<file path="src/rtl/signed_accum_unit_if.sv">
// signed_accum_unit_if
// Handshake and data bundle between an upstream operand source, the signed
// accumulator and the downstream result consumer. The master modport is the
// environment side; the slave modport is the accumulator itself.
interface signed_accum_unit_if #(
  parameter int WIDTH   = 32,
  parameter int COUNT_W = 8
);

  // Frame control
  logic               start;
  logic [COUNT_W-1:0] len;
  logic               busy;

  // Operand stream (valid/ready)
  logic               in_valid;
  logic               in_ready;
  logic [WIDTH-1:0]   num_in;

  // Result (valid/ready)
  logic               out_valid;
  logic               out_ready;
  logic [WIDTH-1:0]   acc_sum;
  logic               ovf;

  modport master (
    output start,
    output len,
    output in_valid,
    output num_in,
    output out_ready,
    input  in_ready,
    input  out_valid,
    input  acc_sum,
    input  ovf,
    input  busy
  );

  modport slave (
    input  start,
    input  len,
    input  in_valid,
    input  num_in,
    input  out_ready,
    output in_ready,
    output out_valid,
    output acc_sum,
    output ovf,
    output busy
  );

endinterface

</file>
<file path="src/rtl/signed_accum_unit.sv">
// signed_accum_unit
// Frame-based signed accumulator. A start pulse in IDLE programs the frame
// length; each accepted operand is added to the running two's-complement sum
// and a sticky flag records any signed overflow. The frame total is offered
// on a valid/ready result port and held until the consumer takes it.
//
// Optional feature macro: SIGNED_ACCUM_SAT_EN
//   defined   - an overflowing addition clamps to the most positive or most
//               negative representable value and accumulation continues from
//               the clamped value.
//   undefined - additions wrap modulo 2^WIDTH.
// In both builds the overflow flag is set on an overflowing transfer.
//
// All outputs come straight from flops. The handshake flags are computed
// from the next state so that they line up with the state register.
module signed_accum_unit #(
  parameter int WIDTH   = 32,
  parameter int COUNT_W = 8
) (
  input  logic               clk,
  input  logic               rst_n,
  signed_accum_unit_if.slave bus
);

  typedef enum logic [1:0] {
    ST_IDLE  = 2'b00,
    ST_ACCUM = 2'b01,
    ST_DONE  = 2'b10
  } state_t;

  localparam logic [WIDTH-1:0]   SUM_ZERO = {WIDTH{1'b0}};
  localparam logic [COUNT_W-1:0] CNT_ZERO = {COUNT_W{1'b0}};
  localparam logic [COUNT_W-1:0] CNT_ONE  = {{(COUNT_W-1){1'b0}}, 1'b1};

`ifdef SIGNED_ACCUM_SAT_EN
  localparam logic [WIDTH-1:0]   SUM_MAX  = {1'b0, {(WIDTH-1){1'b1}}};
  localparam logic [WIDTH-1:0]   SUM_MIN  = {1'b1, {(WIDTH-1){1'b0}}};

  // Clamp value for an overflowing add. Overflow can only happen when both
  // operands share a sign, so the sign of the old sum picks the rail.
  function automatic logic [WIDTH-1:0] sat_limit(input logic neg_operands);
    if (neg_operands) begin
      sat_limit = SUM_MIN;
    end else begin
      sat_limit = SUM_MAX;
    end
  endfunction
`endif

  // Signed overflow of a + b = s: operands agree in sign, result does not.
  function automatic logic add_overflows(
    input logic [WIDTH-1:0] a,
    input logic [WIDTH-1:0] b,
    input logic [WIDTH-1:0] s
  );
    add_overflows = (a[WIDTH-1] == b[WIDTH-1]) && (s[WIDTH-1] != a[WIDTH-1]);
  endfunction

  // Registered state
  state_t             state_r;
  logic [WIDTH-1:0]   acc_r;
  logic               ovf_r;
  logic [COUNT_W-1:0] count_r;
  logic [COUNT_W-1:0] len_r;
  logic               in_ready_r;
  logic               out_valid_r;
  logic               busy_r;

  // Next-state values
  state_t             state_s;
  logic [WIDTH-1:0]   acc_s;
  logic               ovf_s;
  logic [COUNT_W-1:0] count_s;
  logic [COUNT_W-1:0] len_s;

  // Datapath for one transfer
  logic [WIDTH-1:0]   raw_sum_s;
  logic               step_ovf_s;
  logic [WIDTH-1:0]   step_sum_s;
  logic               xfer_s;
  logic               last_xfer_s;

  // Operand add, overflow detection and optional clamping for this cycle
  always_comb begin
    raw_sum_s  = acc_r + bus.num_in;
    step_ovf_s = add_overflows(acc_r, bus.num_in, raw_sum_s);
`ifdef SIGNED_ACCUM_SAT_EN
    if (step_ovf_s) begin
      step_sum_s = sat_limit(acc_r[WIDTH-1]);
    end else begin
      step_sum_s = raw_sum_s;
    end
`else
    step_sum_s = raw_sum_s;
`endif
  end

  // Transfer qualification: ready is only ever high while accumulating
  always_comb begin
    xfer_s      = bus.in_valid && in_ready_r;
    last_xfer_s = (count_r == (len_r - CNT_ONE));
  end

  // Next-state and datapath update decisions
  always_comb begin
    state_s = state_r;
    acc_s   = acc_r;
    ovf_s   = ovf_r;
    count_s = count_r;
    len_s   = len_r;

    case (state_r)
      ST_IDLE: begin
        if (bus.start) begin
          acc_s   = SUM_ZERO;
          ovf_s   = 1'b0;
          count_s = CNT_ZERO;
          len_s   = bus.len;
          if (bus.len == CNT_ZERO) begin
            // Empty frame: report a zero total straight away
            state_s = ST_DONE;
          end else begin
            state_s = ST_ACCUM;
          end
        end else begin
          state_s = ST_IDLE;
        end
      end

      ST_ACCUM: begin
        if (xfer_s) begin
          acc_s   = step_sum_s;
          ovf_s   = ovf_r | step_ovf_s;
          count_s = count_r + CNT_ONE;
          if (last_xfer_s) begin
            state_s = ST_DONE;
          end else begin
            state_s = ST_ACCUM;
          end
        end else begin
          // Upstream stall: hold everything
          state_s = ST_ACCUM;
        end
      end

      ST_DONE: begin
        // Result and flag stay frozen; a coincident start is deliberately
        // not looked at here and must be re-issued once back in IDLE.
        if (bus.out_ready) begin
          state_s = ST_IDLE;
        end else begin
          state_s = ST_DONE;
        end
      end

      default: begin
        state_s = ST_IDLE;
      end
    endcase
  end

  // State, datapath and output flops; reset aborts any frame in flight
  always_ff @(posedge clk or negedge rst_n) begin
    if (!rst_n) begin
      state_r     <= ST_IDLE;
      acc_r       <= SUM_ZERO;
      ovf_r       <= 1'b0;
      count_r     <= CNT_ZERO;
      len_r       <= CNT_ZERO;
      in_ready_r  <= 1'b0;
      out_valid_r <= 1'b0;
      busy_r      <= 1'b0;
    end else begin
      state_r     <= state_s;
      acc_r       <= acc_s;
      ovf_r       <= ovf_s;
      count_r     <= count_s;
      len_r       <= len_s;
      in_ready_r  <= (state_s == ST_ACCUM);
      out_valid_r <= (state_s == ST_DONE);
      busy_r      <= (state_s != ST_IDLE);
    end
  end

  assign bus.in_ready  = in_ready_r;
  assign bus.out_valid = out_valid_r;
  assign bus.acc_sum   = acc_r;
  assign bus.ovf       = ovf_r;
  assign bus.busy      = busy_r;

endmodule

</file>
<file path="src/flat_wrapper.sv">
// flat-port wrapper written by rule: the top's interface ports become plain ports
module signed_accum_unit_flat 
#(
  parameter int WIDTH   = 32,
  parameter int COUNT_W = 8
)
  (clk, rst_n, bus_start, bus_len, bus_in_valid, bus_num_in, bus_out_ready, bus_in_ready, bus_out_valid, bus_acc_sum, bus_ovf, bus_busy);
  signed_accum_unit_if #(.WIDTH(WIDTH), .COUNT_W(COUNT_W)) bus_i ();
  input  logic clk;
  input  logic rst_n;
  input wire logic [$bits(bus_i.start)-1:0] bus_start;
  input wire logic [$bits(bus_i.len)-1:0] bus_len;
  input wire logic [$bits(bus_i.in_valid)-1:0] bus_in_valid;
  input wire logic [$bits(bus_i.num_in)-1:0] bus_num_in;
  input wire logic [$bits(bus_i.out_ready)-1:0] bus_out_ready;
  output wire logic [$bits(bus_i.in_ready)-1:0] bus_in_ready;
  output wire logic [$bits(bus_i.out_valid)-1:0] bus_out_valid;
  output wire logic [$bits(bus_i.acc_sum)-1:0] bus_acc_sum;
  output wire logic [$bits(bus_i.ovf)-1:0] bus_ovf;
  output wire logic [$bits(bus_i.busy)-1:0] bus_busy;
  assign bus_i.start = bus_start;
  assign bus_i.len = bus_len;
  assign bus_i.in_valid = bus_in_valid;
  assign bus_i.num_in = bus_num_in;
  assign bus_i.out_ready = bus_out_ready;
  assign bus_in_ready = bus_i.in_ready;
  assign bus_out_valid = bus_i.out_valid;
  assign bus_acc_sum = bus_i.acc_sum;
  assign bus_ovf = bus_i.ovf;
  assign bus_busy = bus_i.busy;
  signed_accum_unit #(.WIDTH(WIDTH), .COUNT_W(COUNT_W)) u_core (.clk(clk), .rst_n(rst_n), .bus(bus_i));
endmodule
</file>
<file path="config.mk">
export PLATFORM = sky130hd
export DESIGN_NAME = signed_accum_unit_flat
export DESIGN_NICKNAME = d
export VERILOG_FILES = /design/src/rtl/signed_accum_unit_if.sv /design/src/rtl/signed_accum_unit.sv /design/src/flat_wrapper.sv
export SDC_FILE = /design/constraint.sdc
export NUM_CORES = 1
export LEC_CHECK = 0
export ABC_CLOCK_PERIOD_IN_PS = 8170
export BUFFER_PORTS_ARGS = -buffer_cell sky130_fd_sc_hd__buf_2
export CAP_MARGIN = 10
export CORE_ASPECT_RATIO = 1.25
export CORE_MARGIN = 2
export CORE_UTILIZATION = 45
export DETAILED_ROUTE_END_ITERATION = 10
export PLACE_DENSITY_LB_ADDON = 0.05
export SLEW_MARGIN = 40
export SYNTH_ARGS = -nofsm -noshare
export SYNTH_HDL_FRONTEND = slang
export SYNTH_SLANG_ARGS = --single-unit
export TNS_END_PERCENT = 30
</file>
<file path="constraint.sdc">
create_clock -name clk -period 8.17 [get_ports clk]
set_clock_uncertainty 0.2 [all_clocks]
set_input_delay 1.634 -clock clk [delete_from_list [all_inputs] [get_ports clk]]
set_output_delay 1.634 -clock clk [all_outputs]
set_load 0.02 [all_outputs]
</file>
# Word-level counts from Yosys, hierarchy flattened
# Cells that the tools add are included.
[word_totals]
register_bits = 54
input_bits = 45
output_inout_bits = 36
wordCells = 44
[op_classes]
addsub = 3
eq_ne = 9
mux = 15
n_bitwise = 1
n_reduce_logical = 8
[op_table]
columns = ["op", "count"]
rows = [
  ["32-bit two-way mux", 2],
  ["32-bit case mux with 2 select lines", 1],
  ["32-bit adder", 1],
  ["8-bit two-way mux", 2],
  ["8-bit case mux with 2 select lines", 1],
  ["2-bit two-way mux", 5],
  ["8-bit by 1-bit adder with 8-bit output, second input constant", 1],
  ["8-bit == test", 1],
  ["8-bit zero test", 1],
  ["8-bit by 1-bit subtractor with 8-bit output, second input constant", 1],
  ["2-bit case mux with 3 select lines", 1],
  ["2-bit by 1-bit == test with 1-bit output, second input constant", 2],
  ["2-bit == test, second input constant", 2],
  ["2-bit nonzero test", 2],
  ["3-bit AND reduction", 1],
  ["1-bit logical AND", 2],
  ["2-bit zero test", 1],
  ["1-bit two-way mux", 2],
  ["2-bit by 1-bit != test with 1-bit output, second input constant", 1],
  ["2-bit != test, second input constant", 1],
  ["1-bit case mux with 2 select lines", 1],
  ["2-bit AND reduction", 1],
  ["1-bit == test", 1],
  ["1-bit != test", 1],
  ["1-bit bitwise OR", 1],
]

# Depth between registers and ports, before layout
# Gate-level depths: netlist of the first run.
[depth]
word_depth = 6
depth_mapped = 10
ltp_nobuf = 10

# Worst setup path before layout of the first run
# Ideal clock, no wire load.
[synth_path]
path_type = "input to register"
startpoint = "in bus_num_in[0]"
endpoint = "reg u_core.acc_r[24] (netlist: u_core.bus.acc_sum[24])"
setup_time_ns = 0.122
arrival_time_ns = 3.713
t_required_ns = 7.848
path_slack_ns = 4.136
path_stages = 10
path_buffers = 0
path_cell_list = "ha_1 fa_1 a21oi_1 o211a_1 or4_4 a211oi_2 o2111ai_1 a21oi_1 o21ai_0 a32o_1"
[synth_between]
elab_chain_cells = 3
[synth_rtl]
columns = ["item", "line", "text"]
rows = [
  ["start: declaration", "flat_wrapper.sv:14", "input wire logic [$bits(bus_i.num_in)-1:0] bus_num_in;"],
  ["32-bit adder", "signed_accum_unit.sv:85", "raw_sum_s = acc_r + bus.num_in;"],
  ["32-bit two-way mux", "signed_accum_unit.sv:131", "if (xfer_s) begin"],
  ["32-bit case mux with 2 select lines", "signed_accum_unit.sv:112", "case (state_r)"],
  ["end signal: assignment", "signed_accum_unit.sv:175", "acc_r <= acc_s;"],
  ["end: declaration", "signed_accum_unit.sv:61", "logic [WIDTH-1:0] acc_r;"],
]
# No other way between the ends. The select of a mux whose other input is x is not followed.
# A chain may end at the register's enable or synchronous reset.

# Worst setup path after layout of the first run
# Ends and elaborated chain as after synthesis.

==> results.cfg, run 1 <==
[grt]
use_met2_pct = 35.98
track_usage_pct = 20.31
antenna_found_initial = 0
grt-busiest-layer = met2
grt_pass1_wl_um = 15600
grt_pass1_vias = 3431
grt_use_met3_pct = 2.347
grt_max_degree = 55
grt-ovfl-total = 0
use_met1_pct = 25.96

[min_path]
hold_start = u_core.len_r[6]
hold_class = reg -> reg
holdPathStages = 2

[critical_path]
crit_type = in -> reg
cp_common_cell = a21oi_1
cp-start-kind = input pin
worstReg2RegStart = u_core.bus.acc_sum[4]
critPathMaxFanout = 3
end_kind = register
worst_ep_arrival_time_ns = 4.02
crit_required_ns = 8.18
crit_start = bus_num_in[0]
r2r_cells = 9
crit_chain = buf_2 -> ha_1 -> fa_1 -> a21oi_1 -> o211a_1 -> or4_4 -> a211oi_2 -> o2111ai_1 -> a21oi_1 -> o21ai_0 -> a32o_1
critPathSlowestCell = or4_4
slowest_delay_ns = 0.56

[cells_and_area]
area_delta_synth_final_pct = 15.01
final_util_pct = 52.81
antenna_cells = 0
fin_nets = 617
drive_above_1_share_pct = 18.99
fillCellCount = 854
stdcell_count = 657

[synthesis]
synth_top_area_cell = dfrtp_1
yosys.area_share.simple_pct = 19.03
synthMuxAreaShare_pct = 0.7600
synth-seq-cells = 54
netlist_area_um2 = 3951
synth-compound-area-share_pct = 22.36
synth_top_area_share_pct = 34.20
synthXorXnorAreaFrac_pct = 9.721
yosysSeqAreaShare_pct = 34.20
synthTopCellsByArea = dfrtp_1 34%, ha_1 10%, nand2_1 7.5%
synthAdderAreaFrac_pct = 10.96
yosysWarnings = 0
syn_avg_cell_area_um2 = 8.571
synth.distinct_cells = 53
synthArstFlopShare_pct = 100.0
synth_nets = 540
synth-main-ff-cell = dfrtp_1
synth-edff-count = 0
synth_top_family_by_area = compound AO/OA/AOI/OAI gates
synth_cells = 461

[detailed_routing]
drtPass1Iterations = 4
wl_um = 9306
wl_per_cell_um = 14.16
first_iter_violations = 157
post-route-drc-count = 0
drt-vias-per-instance = 5.367
vias = 3526
drt.antenna.violating_nets = 0

[timing]
setup_tns_ns = 0
timing.final.crit_share_pct = 49.10
hold_viol_final = 0
hold_ws_ns = 0.3010
period_minus_slack_ns = 4.012
rsz0062_at_grt = no
finalSetupViolCount = 0
worst_pin_slew_ns = 0.7200
finalMaxSlewViolations = 0
max_clock_freq_mhz = 249.3
max-slew-margin-rel_pct = 52.00

[power_and_ir_drop]
sequentialPowerShare_pct = 27.4
switching_share_pct = 48.72
pwr-share-comb_pct = 64.1
clockPowerShare_pct = 8.5
p_leak_nw = 2.232
p_per_area_nw_per_um2 = 396.0
switchingPower_w = 0.0008768
p_int_w = 0.0009229
vdd_drop_max_v = 0.0001222

[cts]
ctsRootBufferMaster = clkbuf_8
insertion_delay_ns = 0.31
cts_tree = done
htreeDepth = 2
cts_buffer_depth = 2
cts_resized = 0
clock-sinks = 54
cts_hold_buf = 0
cts_buffers = 5
cts_setup_buffers = 0
clkTransAtPathRegs_ns = 0.10

[placement]
globalplace.congestion = 0.8490
dp_hpwl_um = 7019
placedCellCount = 651
port_buffers = 80

[outcome]
outcome = finished clean

[floorplan]
rows = 38
die_w_um = 87.81
start_util_pct = 45.91
core_area_um2 = 8606
ios = 81
die_height_um = 108.8
die_area_um2 = 9551

[run]
cap_viol_max_count = 0
-- worst max-delay path: cells and delay by family --
family	cells	cell delay [ns]
adder cells (fa/ha/maj)	2	0.41
buffers and inverters	1	0.08
AO/OA/AOI/OAI	7	1.33
AND/OR/NAND/NOR	1	0.56
-- kinds of logic after synthesis --
logic type | after synthesis
AOI/OAI and AO/OA | 139
muxes | 3
and+or+nand+nor | 162
buffers and inverters | 26
DFF | 54
xor gates and xnor gates | 43
adders and majority gates | 34
-- synth_stat cells (all sizes together) (2+ instances only) --
cell and number:
o31ai 5, a311oi 2, a21o 14, nor4 3, and2 4, nor3 5
dfrtp 54, ha 33, mux2i 3, o21ai 44, or2 2, a31oi 2
a22o 2, xnor2 20, nand2 79, clkbuf 14, or4 3, a21bo 2
nand3 10, o22ai 2, xor2 23, inv 12, nand4 7, o211ai 3
or3 2, o21bai 7, a21oi 35, a211oi 6, nor2b 4, nand2b 3
and3 5, o2111ai 3, nor3b 3, nor2 28, o211a 2, o21a 2
a32o 3
-- power by group through the flow --
stage | Combinational (W) | Clock (W) | Sequential, W
2_1_floorplan | 0.000792 | 0 | 0.000579
3_3_place_gp | 0.00115 | 0 | 0.000496
3_5_place_dp | 0.00116 | 0 | 0.000499
4_1_cts | 0.00117 | 0.000160 | 0.000494
5_1_grt | 0.00132 | 0.000169 | 0.000510
6_report | 0.00115 | 0.000154 | 0.000493
-- registers in the layout (all words and copies together) (netlist names) --
register	count
u_core.len_r	8
u_core.count_r	8
u_core.bus.ovf	1
u_core.bus.acc_sum	32
u_core.bus.in_ready	1
u_core.bus.out_valid	1
u_core.state_r	2
u_core.bus.busy	1
-- per-layer routing --
metal	vias to the layer above	wire, um
li1	1805	-
met1	1661	4227
met2	51	4741
met3	9	230
met4	0	107
met5	-	0
-- stage by stage --
step	total power (W)	cell area (um^2)	setup WS (ns)
3_5_place_dp	0.001660	4462	3.828
3_3_place_gp	0.001643	4462	3.925
2_1_floorplan	0.001371	3951	4.136
4_1_cts	0.001820	4544	4.177
6_report	0.001800	4544	4.158
5_1_grt	0.001994	4544	3.875
-- layout make-up --
type / count / area (um^2) / share of cell area [%]
clock buffers: 6 / 82.58 / 1.817
inverters: 12 / 45.04 / 0.9912
multi-input cells: 381 / 2485 / 54.68
flip-flops and latches: 54 / 1351 / 29.74
well taps: 120 / 150.1 / 3.304
repair buffers: 84 / 430.4 / 9.471
-- cell usage in the layout (no fill, tap or decap), types with 10 or more instances in the layout --
cell     count
buf_2       80
nand2_1     79
dfrtp_1     54
o21ai_0     44
a21oi_1     35
ha_1        33
nor2_1      27
xor2_1      22
xnor2_1     20
a21o_1      14
inv_1       12
nand3_1     10
-- final timing paths --
| path | end | slack [ns] |
|---|---|---|
| min in group asynchronous | u_core.bus.acc_sum[10] | 1.23 |
| min | u_core.len_r[6] | 0.30 |
| max in group asynchronous | u_core.bus.acc_sum[1] | 6.04 |
| max reg2reg | u_core.bus.acc_sum[31] | 5.17 |
| min reg2reg | u_core.len_r[6] | 0.30 |
| max | u_core.bus.acc_sum[24] | 4.16 |
Note: power is estimated with default switching activity, not from simulation.
==> inputs of run 2 (changes only) <==
--- a/config.mk
+++ b/config.mk
@@ -5,7 +5,8 @@
 export SDC_FILE = /design/constraint.sdc
 export NUM_CORES = 1
 export LEC_CHECK = 0
-export ABC_CLOCK_PERIOD_IN_PS = 8170
+export ABC_AREA = 1
+export ABC_CLOCK_PERIOD_IN_PS = 3900
 export BUFFER_PORTS_ARGS = -buffer_cell sky130_fd_sc_hd__buf_2
 export CAP_MARGIN = 10
 export CORE_ASPECT_RATIO = 1.25
==> constraint.sdc (replaced) <==
create_clock -name clk -period 3.9 [get_ports clk]
set_clock_uncertainty 0.2 [all_clocks]
set_input_delay 0.78 -clock clk [delete_from_list [all_inputs] [get_ports clk]]
set_output_delay 0.78 -clock clk [all_outputs]
set_load 0.02 [all_outputs]
==> run 2 against run 1 <==
  * Via count is 27% higher
  * Cell count is 32% higher
  * Combinational power is 140% higher
  * Power is 140% higher
  * Routed wire length is 35% higher
  * Synthesized cell count is 43% higher
  * Flip-flop and latch count stayed put
  * Sequential share of layout area is 3.2 points lower
  * Worst hold slack worse by 0.069 ns
  * Synthesized area is 11% higher
  * Register-to-register slack worse by 3.8 ns
==> results.cfg, run 2 <==
[critical_path]
r2r_slack_ns = 1.40
crit_chain = buf_2 -> nand2_1 -> nor2_2 -> inv_2 -> nand2_8 -> inv_2 -> nor2_2 -> nand2_1 -> nor4_2 -> nor3_1
cp-start-kind = input pin
critPathTopFamily = simple AND/OR/NAND/NOR gates
worst-path-stages = 10
end_kind = register
worst_ep_arrival_time_ns = 2.56
crit_type = in -> reg
slowest_delay_ns = 0.43
critPathMaxFanout = 35
worstReg2RegStart = u_core.state_r[1]
rr_endpoint = u_core.count_r[6]
crit_start = bus_start
critPathSlowestCell = nor2_2
crit_required_ns = 3.87
worst-path-buf-inv = 3
r2r_cells = 10

[cts]
htreeDepth = 2
ctsRootBufferMaster = clkbuf_16
clock-sinks = 54
cts_buffer_depth = 2
cts_tree = done
cts_buffers = 5
clkTransAtPathRegs_ns = 0.08
cts_setup_buffers = 0
insertion_delay_ns = 0.31
cts_hold_buf = 0
cts_resized = 0

[floorplan]
rows = 40
start_util_pct = 45.99
die_w_um = 92.41
die_area_um2 = 10580
die_height_um = 114.5
ios = 81
core_area_um2 = 9559

[cells_and_area]
area_delta_synth_final_pct = 15.85
fin_area_um2 = 5094
final_cell_mix = 222 x nand2_1, 79 x buf_2, 65 x nor2_1, 58 x inv_1, 54 x dfrtp_1
drive_above_1_share_pct = 16.29
fin_nets = 821
fillCellCount = 1001
antenna_cells = 0
layout_commonest_cell = nand2_1
largest_reg_flops = 32

[timing]
timing.final.crit_share_pct = 66.51
max-slew-margin-rel_pct = 56.90
max_clock_freq_mhz = 385.5
setup_tns_ns = 0
worst_pin_slew_ns = 0.6455
period_minus_slack_ns = 2.594
hold_viol_final = 0
finalSetupViolCount = 0
finalMaxSlewViolations = 0
worst_slack_ns = 1.306
rsz0062_at_grt = no

[outcome]
outcome = finished clean

[power_and_ir_drop]
p_leak_nw = 2.699
vdd_drop_max_v = 0.0003988
p_per_area_nw_per_um2 = 838.0

[synthesis]
synth-compound-area-share_pct = 14.46
netlist_area_um2 = 4397
yosys.area_share.simple_pct = 36.54
yosysWarnings = 0
synth-main-ff-cell = dfrtp_1
post-synth-top-count-cell = nand2_1
syn_avg_cell_area_um2 = 6.662
synthTopCellsByArea = dfrtp_1 31%, nand2_1 19%, ha_1 9.4%
yosysSeqAreaShare_pct = 30.73
synthTopCellsByCount = 222 x nand2_1, 65 x nor2_1, 58 x inv_1, 54 x dfrtp_1, 53 x a21oi_1
synth.distinct_cells = 43
synth-seq-cells = 54
synth_cells = 660
synth_nets = 739
synthMuxAreaShare_pct = 0
synth-edff-count = 0
synthAdderAreaFrac_pct = 9.846
synthXorXnorAreaFrac_pct = 1.992
synth_top_area_share_pct = 30.73
synthArstFlopShare_pct = 100.0
synth_top_family_by_area = simple AND/OR/NAND/NOR gates
synth_top_area_cell = dfrtp_1

[detailed_routing]
wl_um = 12570
vias = 4481
wl_per_cell_um = 14.47
first_iter_violations = 221
drtPass1Iterations = 4
drt-vias-per-instance = 5.157
drt.antenna.violating_nets = 0
post-route-drc-count = 0

[grt]
grt-ovfl-total = 0
antenna_found_initial = 0
grt_max_degree = 42
grt_pass1_wl_um = 20750
track_usage_pct = 24.77
grt_pass1_vias = 4438

[run]
cap_viol_max_count = 0

[placement]
globalplace.congestion = 0.9054
port_buffers = 80
dp_hpwl_um = 10210
pre_cts_ws_ns = 0.9133
dpl_cell_area_um2 = 4941

[min_path]
hold_class = in -> async
## run 2: cell types whose count changed after synthesis, sizes merged, moves of 18 or more
cell   change
nor2      +42
nand2    +149
a21oi     +19
inv       +55
nand3     +31
xor2      -18
## run 2: kinds of logic (layout without fill, tap and decap cells)
group | after synthesis | in the layout
buffers and inverters | 74 | 157
xor gates and xnor gates | 10 | 10
AOI/OAI and AO/OA | 117 | 117
adders and majority gates | 34 | 34
DFF | 54 | 54
and+or+nand+nor | 371 | 371
## run 2: how the worst max path moves through the flow
stage,endpoint,slack [ns]
floorplan,u_core.bus.acc_sum[4],1.38
global placement,u_core.count_r[6],0.99
detailed placement,u_core.count_r[6],0.91
CTS,u_core.count_r[6],1.25
global route,u_core.count_r[6],0.96
finish,u_core.count_r[6],1.31
## run 2: stage by stage
step           std cells  utilization [%]  power [W]  hold WS (ns)
2_1_floorplan        660                -   0.003040        0.2732
3_3_place_gp         861            51.66   0.003771        0.2890
3_5_place_dp         861            51.69   0.003795        0.2975
4_1_cts              869            53.29   0.004303        0.2609
5_1_grt              869            53.29   0.004703        0.2793
6_report             869            53.29   0.004269        0.2317
## run 2: cell type report
class	count	area, um^2	area share (%)
clock inverters	3	27.53	0.5404
repair buffers	82	417.9	8.204
clock buffers	5	125.1	2.456
well taps	126	157.7	3.095
multi-input cells	532	2763	54.24
inverters	67	251.5	4.937
flip-flops and latches	54	1351	26.53
## run 2: metal layers
layer	part of all wire, %	track usage [%]
met1	43	30.13
met2	52	45.45
met3	3.8	3.292
met4	1.8	7.065
met5	0	0
## run 2: worst register-to-register path, cell delays in order (launching register included)
cell and delay [ns]:
dfrtp_1 0.38, inv_2 0.07, nand2_1 0.06, nor2_2 0.43
inv_2 0.28, nand2_8 0.18, inv_2 0.27, nor2_2 0.20
nand2_1 0.11, nor4_2 0.13, nor3_1 0.06
## run 2: power by group
part / leakage, nW / internal [W] / switching, W / total, W
Sequential: 0.665 / 0.000818 / 0.000231 / 0.00105
Combinational: 1.96 / 0.000942 / 0.00179 / 0.00273
Clock: 0.0723 / 0.000246 / 0.000245 / 0.000491
